<file path="src/rtl/cache_16_refill.sv">
`default_nettype none
// ============================================================================
// Module      : cache_16_refill
// Description : Line-fill controller for the 16-word two-way cache. Fetches a
//               4-word block, places it on the 8-word fill bus, and pulses a
//               one-hot load strobe chosen by per-index round-robin victims.
//               Optional macro CACHE_REFILL_CRIT_FIRST_EN: critical-word-first
//               fetch order plus a critical-word output.
// Revision    : 1.0 - initial release
// ============================================================================
module cache_16_refill #(
   parameter int WIDTH     = 32,
   parameter int BLK_WORDS = 4,
   parameter int ADDR_W    = 5
) (
   input  logic                 clk,
   input  logic                 rst,
   input  logic                 miss_req,
   input  logic [1:0]           miss_tag,
   input  logic                 miss_index,
   input  logic [1:0]           miss_offset,
   output logic                 busy,
   output logic                 mem_rd,
   output logic [ADDR_W-1:0]    mem_addr,
   input  logic                 mem_ready,
   input  logic [WIDTH-1:0]     mem_rdata,
   output logic [1:0]           out_tag,
   output logic [WIDTH*8-1:0]   out_cache_bus,
   output logic [3:0]           is_load_bus,
   output logic                 fill_done,
   output logic                 crit_valid,
   output logic [WIDTH-1:0]     crit_data
);

   localparam logic [1:0] c_IDLE = 2'd0;
   localparam logic [1:0] c_REQ  = 2'd1;
   localparam logic [1:0] c_LOAD = 2'd2;

   localparam logic [1:0] c_CNT_LAST = 2'(BLK_WORDS - 1);

`ifdef CACHE_REFILL_CRIT_FIRST_EN
   localparam logic c_CRIT_FIRST = 1'b1;
`else
   localparam logic c_CRIT_FIRST = 1'b0;
`endif

   logic [1:0]          r_state;
   logic [1:0]          r_tag;
   logic                r_index;
   logic [1:0]          r_off_start;
   logic [1:0]          r_cnt;
   logic [1:0]          r_victim;
   logic [WIDTH*8-1:0]  r_bus;

   logic [1:0]          w_cur_off;
   logic [2:0]          w_slot;
   logic [1:0]          w_lsel;
   logic                w_hs;

   // Offset wraps naturally in 2 bits, giving the critical-word-first order.
   assign w_cur_off = r_off_start + r_cnt;
   // Bus word number is 7 - (4*index + offset), i.e. the bitwise inverse.
   assign w_slot    = ~{r_index, w_cur_off};
   assign w_lsel    = {r_victim[r_index], r_index};
   assign w_hs      = (r_state == c_REQ) && mem_ready;

   assign busy          = (r_state != c_IDLE);
   assign mem_rd        = (r_state == c_REQ);
   assign mem_addr      = ADDR_W'({r_tag, r_index, w_cur_off});
   assign out_tag       = r_tag;
   assign out_cache_bus = r_bus;
   assign fill_done     = (r_state == c_LOAD);
   assign is_load_bus   = (r_state == c_LOAD) ? (4'b1000 >> w_lsel) : 4'b0000;

   always_ff @(posedge clk or negedge rst) begin
      if (!rst) begin
         r_state     <= c_IDLE;
         r_tag       <= 2'b00;
         r_index     <= 1'b0;
         r_off_start <= 2'b00;
         r_cnt       <= 2'b00;
         r_victim    <= 2'b00;
         r_bus       <= '0;
      end else begin
         case (r_state)
            c_IDLE: begin
               if (miss_req) begin
                  r_state     <= c_REQ;
                  r_tag       <= miss_tag;
                  r_index     <= miss_index;
                  r_off_start <= c_CRIT_FIRST ? miss_offset : 2'b00;
                  r_cnt       <= 2'b00;
               end
            end
            c_REQ: begin
               if (mem_ready) begin
                  for (int j = 0; j < 8; j++) begin
                     if (w_slot == 3'(j)) begin
                        r_bus[j*WIDTH +: WIDTH] <= mem_rdata;
                     end
                  end
                  r_cnt <= r_cnt + 2'd1;
                  if (r_cnt == c_CNT_LAST) begin
                     r_state <= c_LOAD;
                  end
               end
            end
            c_LOAD: begin
               r_victim[r_index] <= ~r_victim[r_index];
               r_state           <= c_IDLE;
            end
            default: begin
               r_state <= c_IDLE;
            end
         endcase
      end
   end

`ifdef CACHE_REFILL_CRIT_FIRST_EN
   logic             r_crit_valid;
   logic [WIDTH-1:0] r_crit_data;

   always_ff @(posedge clk or negedge rst) begin
      if (!rst) begin
         r_crit_valid <= 1'b0;
         r_crit_data  <= '0;
      end else begin
         r_crit_valid <= w_hs && (r_cnt == 2'b00);
         if (w_hs && (r_cnt == 2'b00)) begin
            r_crit_data <= mem_rdata;
         end
      end
   end

   assign crit_valid = r_crit_valid;
   assign crit_data  = r_crit_data;
`else
   logic w_unused_hs;
   assign w_unused_hs = w_hs;
   assign crit_valid  = 1'b0;
   assign crit_data   = '0;
`endif

endmodule
`default_nettype wire

</file>
<file path="config.mk">
export PLATFORM = sky130hd
export DESIGN_NAME = cache_16_refill
export DESIGN_NICKNAME = d
export VERILOG_FILES = /design/src/rtl/cache_16_refill.sv
export SDC_FILE = /design/constraint.sdc
export NUM_CORES = 1
export LEC_CHECK = 0
export ABC_AREA = 0
export CORE_ASPECT_RATIO = 1.5
export CORE_MARGIN = 5
export CORE_UTILIZATION = 40
export CTS_CLUSTER_DIAMETER = 120
export DETAILED_ROUTE_END_ITERATION = 10
export PLACE_DENSITY = 0.71
export SYNTH_ARGS = -nofsm -noshare
export SYNTH_HDL_FRONTEND = slang
export SYNTH_SLANG_ARGS = --single-unit
</file>
<file path="constraint.sdc">
create_clock -name clk -period 2.3 [get_ports clk]
set_input_delay 0.46 -clock clk [delete_from_list [all_inputs] [get_ports clk]]
set_output_delay 0.46 -clock clk [all_outputs]
set_load 0.1 [all_outputs]
</file>
==> metrics.md, run 1 <==
| Metric | Value |
|---|---|
| Finish-stage setup viols | 0 |
| Register area share after synthesis | 63.6% |
| # DRC | 0 |
| Max-cap violations | 0 |
| Reg clk slew, reported paths | 60 ps |
| GRT Total Usage | approximately a fifth |
| Via-to-Cell Ratio | 4.82 |
| Slew Limit Fails | 0 |
| CTS sink cnt | roughly 270 |
| Final Hold Viols | 0 |
| Mux contribution to synthesized area | 29.2% |
| Post-Syn Area | 0.0104 mm2 |
| Critical Path AT | 1750 ps |
| Global-route wire length before repair | 43.3 mm |
| DRT Pass-1 Iters | 4 |
| Vias in the first global route | ~7000 |
| CP Class | reg2out |
| Worst EP required | 1840 ps |
| Final instance area | ~0.014 mm2 |
| Final HPWL DP | 20.3 mm |
| Xor-xnor portion of the synthesized cell area | 0.168% |
| Crit path launch type | register |
| Flops & latches, synth | 265 |
| Root buffer cell | clkbuf_16 |
| CTS tree | yes |
| Fillers | about 2200 |
| Pre-CTS setup slack | 90.0 ps |
| Post-DP Area | around 0.013 mm2 |
| Worst Path Max Fanout | 3 |
| Largest net degree at the start of global routing | 66 |
| Hold slack | 421 ps |
| Synth Area per Inst | 16.5 um2 |
| Clock skew | 12.0 ps |
| Post-Synth Adder-Cell Area | 0.480% |
| Core area | 0.0258 mm2 |
| CTS buffer count | 26 |
| Clock Path Buffers | 3 |
| Starting Density | 40.4% |
| Netlist cell types | 31 |
| Rows | 72 |
| Most frequent cells in the layout | 275 x buf_4, 260 x dfrtp_1, 156 x mux2_2 |
| Port Buf Inserts | 308 |
| Setup TNS | 0 ps |
| Die Y | between 200 and 250 um |
| Nets | 1007 |
| Starting DRT DRC Count | approximately 160 |
| Setup crit end kind | output pin |
| Placer Congestion | 0.780 |
| Clock latency on the worst-skew pair | 530 ps |
| Max Clock Freq | 453 MHz |
| Largest family of logic cells by synthesized area | multiplexers |
| Width of the chip | 142 um |
| Htree depth | 1 |
| I/O pins | 344 |
| Synth-to-Final Area Change | 37.2% |
| Status | finished clean |
| Final worst slack | between 90 and 100 ps |
| Share of cells above drive strength 1 | 55.6% |
| Routed Antenna Nets | 0 |
| WL final | 28.2 mm |
| Die ar. | 0.0294 mm2 |
| Synth Area in Compound Gates | less than 1% |
| Simple-gate share of the synthesized area | 1.42% |
| Fin crit share | 95.9% |
| Remaining global-route overflow | 0 |
| Total number of vias | ~6300 |
| Antenna diodes | 0 |
| Post-Syn Instances | 633 |
| Hold Crit Class | in2async |
| Yosys warning count | 0 |
| Most common cell after layout, fill and taps aside | buf_4 |
| Antenna violations before repair | 1 |
| RSZ-0062 raised after global routing | false |
| Crit path time final | 2210 ps |
| Wirelength per Cell | 21.5 um |
-- Yosys cell counts --
cell      number  area share, %
conb_1         1          0.036
nand2b_1       5           0.30
xor2_1         1          0.084
mux2_4        30            4.3
buf_2         19           0.91
clkbuf_1       2          0.072
mux2i_1        1          0.096
and2b_4        1          0.096
inv_1          5           0.18
ha_1           4           0.48
dfrtp_1      265             64
and4b_1        1          0.096
o22ai_1        1          0.060
nor2b_1        1          0.060
xnor2_1        1          0.084
and4b_4        1           0.13
buf_4         39            2.8
a22o_1         2           0.17
o21bai_1       1          0.072
a31oi_1        1          0.060
nor3_1         1          0.048
nand3_1        2          0.096
buf_6          7           0.76
nand2_1        2          0.072
nand4_2        1           0.12
nor2_1         6           0.22
mux2_1        73            7.9
and3_1         1          0.060
and2_1         1          0.060
or2_2          1          0.060
mux2_2       156             17
-- state kept, by name, summed over array words and instances (netlist names) --
| register | cells |
|---|---|
| out_cache_bus | 256 |
| out_tag | 2 |
| r_cnt | 2 |
| r_state | 2 |
| r_victim | 2 |
| r_index | 1 |
-- worst paths after layout --
kind | from | end | slack [ps] | cells past startpoint
setup / recovery | r_state[0]$_DFFE_PN0P_ | is_load_bus[2] | 90 | 5
hold / removal | rst | out_cache_bus[100]$_DFFE_PN0P_ | 420 | 2
setup reg to reg | r_cnt[0]$_DFFE_PN0P_ | out_cache_bus[164]$_DFFE_PN0P_ | 530 | 6
hold reg to reg | out_cache_bus[157]$_DFFE_PN0P_ | out_cache_bus[157]$_DFFE_PN0P_ | 490 | 1
max in group asynchronous | rst | out_cache_bus[1]$_DFFE_PN0P_ | 1180 | 3
min in group clk | out_cache_bus[157]$_DFFE_PN0P_ | out_cache_bus[157]$_DFFE_PN0P_ | 490 | 1
-- cell type report --
| type | count | area [um2] | area share (%) |
|---|---|---|---|
| Clock buffer | 38 | 767 | 5.36 |
| Tap cell | 333 | 417 | 2.91 |
| Sequential cell | 265 | 6640 | 46.4 |
| Clock inverter | 8 | 93.8 | 0.656 |
| Inverter | 5 | 22.5 | 0.158 |
| Timing Repair Buffer | 336 | 2900 | 20.3 |
| Multi-Input combinational cell | 328 | 3460 | 24.2 |
-- logic make-up (layout without fill, tap and decap cells) --
| group | count (synthesis) | after routing |
|---|---|---|
| AOI/OAI and AO/OA | 5 | 5 |
| xor gates and xnor gates | 2 | 2 |
| adders and majority gates | 4 | 4 |
| buffers and inverters | 72 | 387 |
| DFF | 265 | 265 |
| muxes | 260 | 260 |
| other | 1 | 33 |
| and+or+nand+nor | 24 | 24 |
-- critical path, stage by stage, from the launching register on --
cell	delay [ps]
dfrtp_2	410
nand2b_2	220
clkinvlp_4	120
nand2_1	90
nor2_2	170
buf_12	190
-- metal layers --
metal  GRT usage, %  wire length, um  part of all wire, %
met2           33.7            14600                   52
met1           22.0            10400                   37
met4           8.54             1330                  4.7
met3           4.08             1830                  6.5
met5              0               13                0.046
-- through the flow --
step           utilization (%)  std cells
2_1_floorplan                -        665
3_3_place_gp              52.1       1265
3_5_place_dp              52.1       1265
4_1_cts                   55.5       1313
5_1_grt                   55.5       1313
6_report                  55.5       1313
-- repair_timing --
action | in CTS | in global routing
hold endpoints to repair | 36 | 0
resized for setup | 2 | 2
hold buffers | 1 | 0
setup buffers | 1 | 0
endpoints found under the setup margin | 3 | 2
pin swaps | 1 | 0
Power of run 1 is not shown: default switching activity piles up to over one toggle a cycle in this logic, so the estimate is an artifact.
==> run 2: changes to the inputs <==
--- a/config.mk
+++ b/config.mk
@@ -11,6 +11,7 @@
 export CORE_UTILIZATION = 40
 export CTS_CLUSTER_DIAMETER = 120
 export DETAILED_ROUTE_END_ITERATION = 10
+export GPL_ROUTABILITY_DRIVEN = 0
 export PLACE_DENSITY = 0.71
 export SYNTH_ARGS = -nofsm -noshare
 export SYNTH_HDL_FRONTEND = slang
==> results of run 2 <==
Same layout as run 1: the final DEF is identical, and so are final timing and power.
Power of run 2 is left out for the same reason.
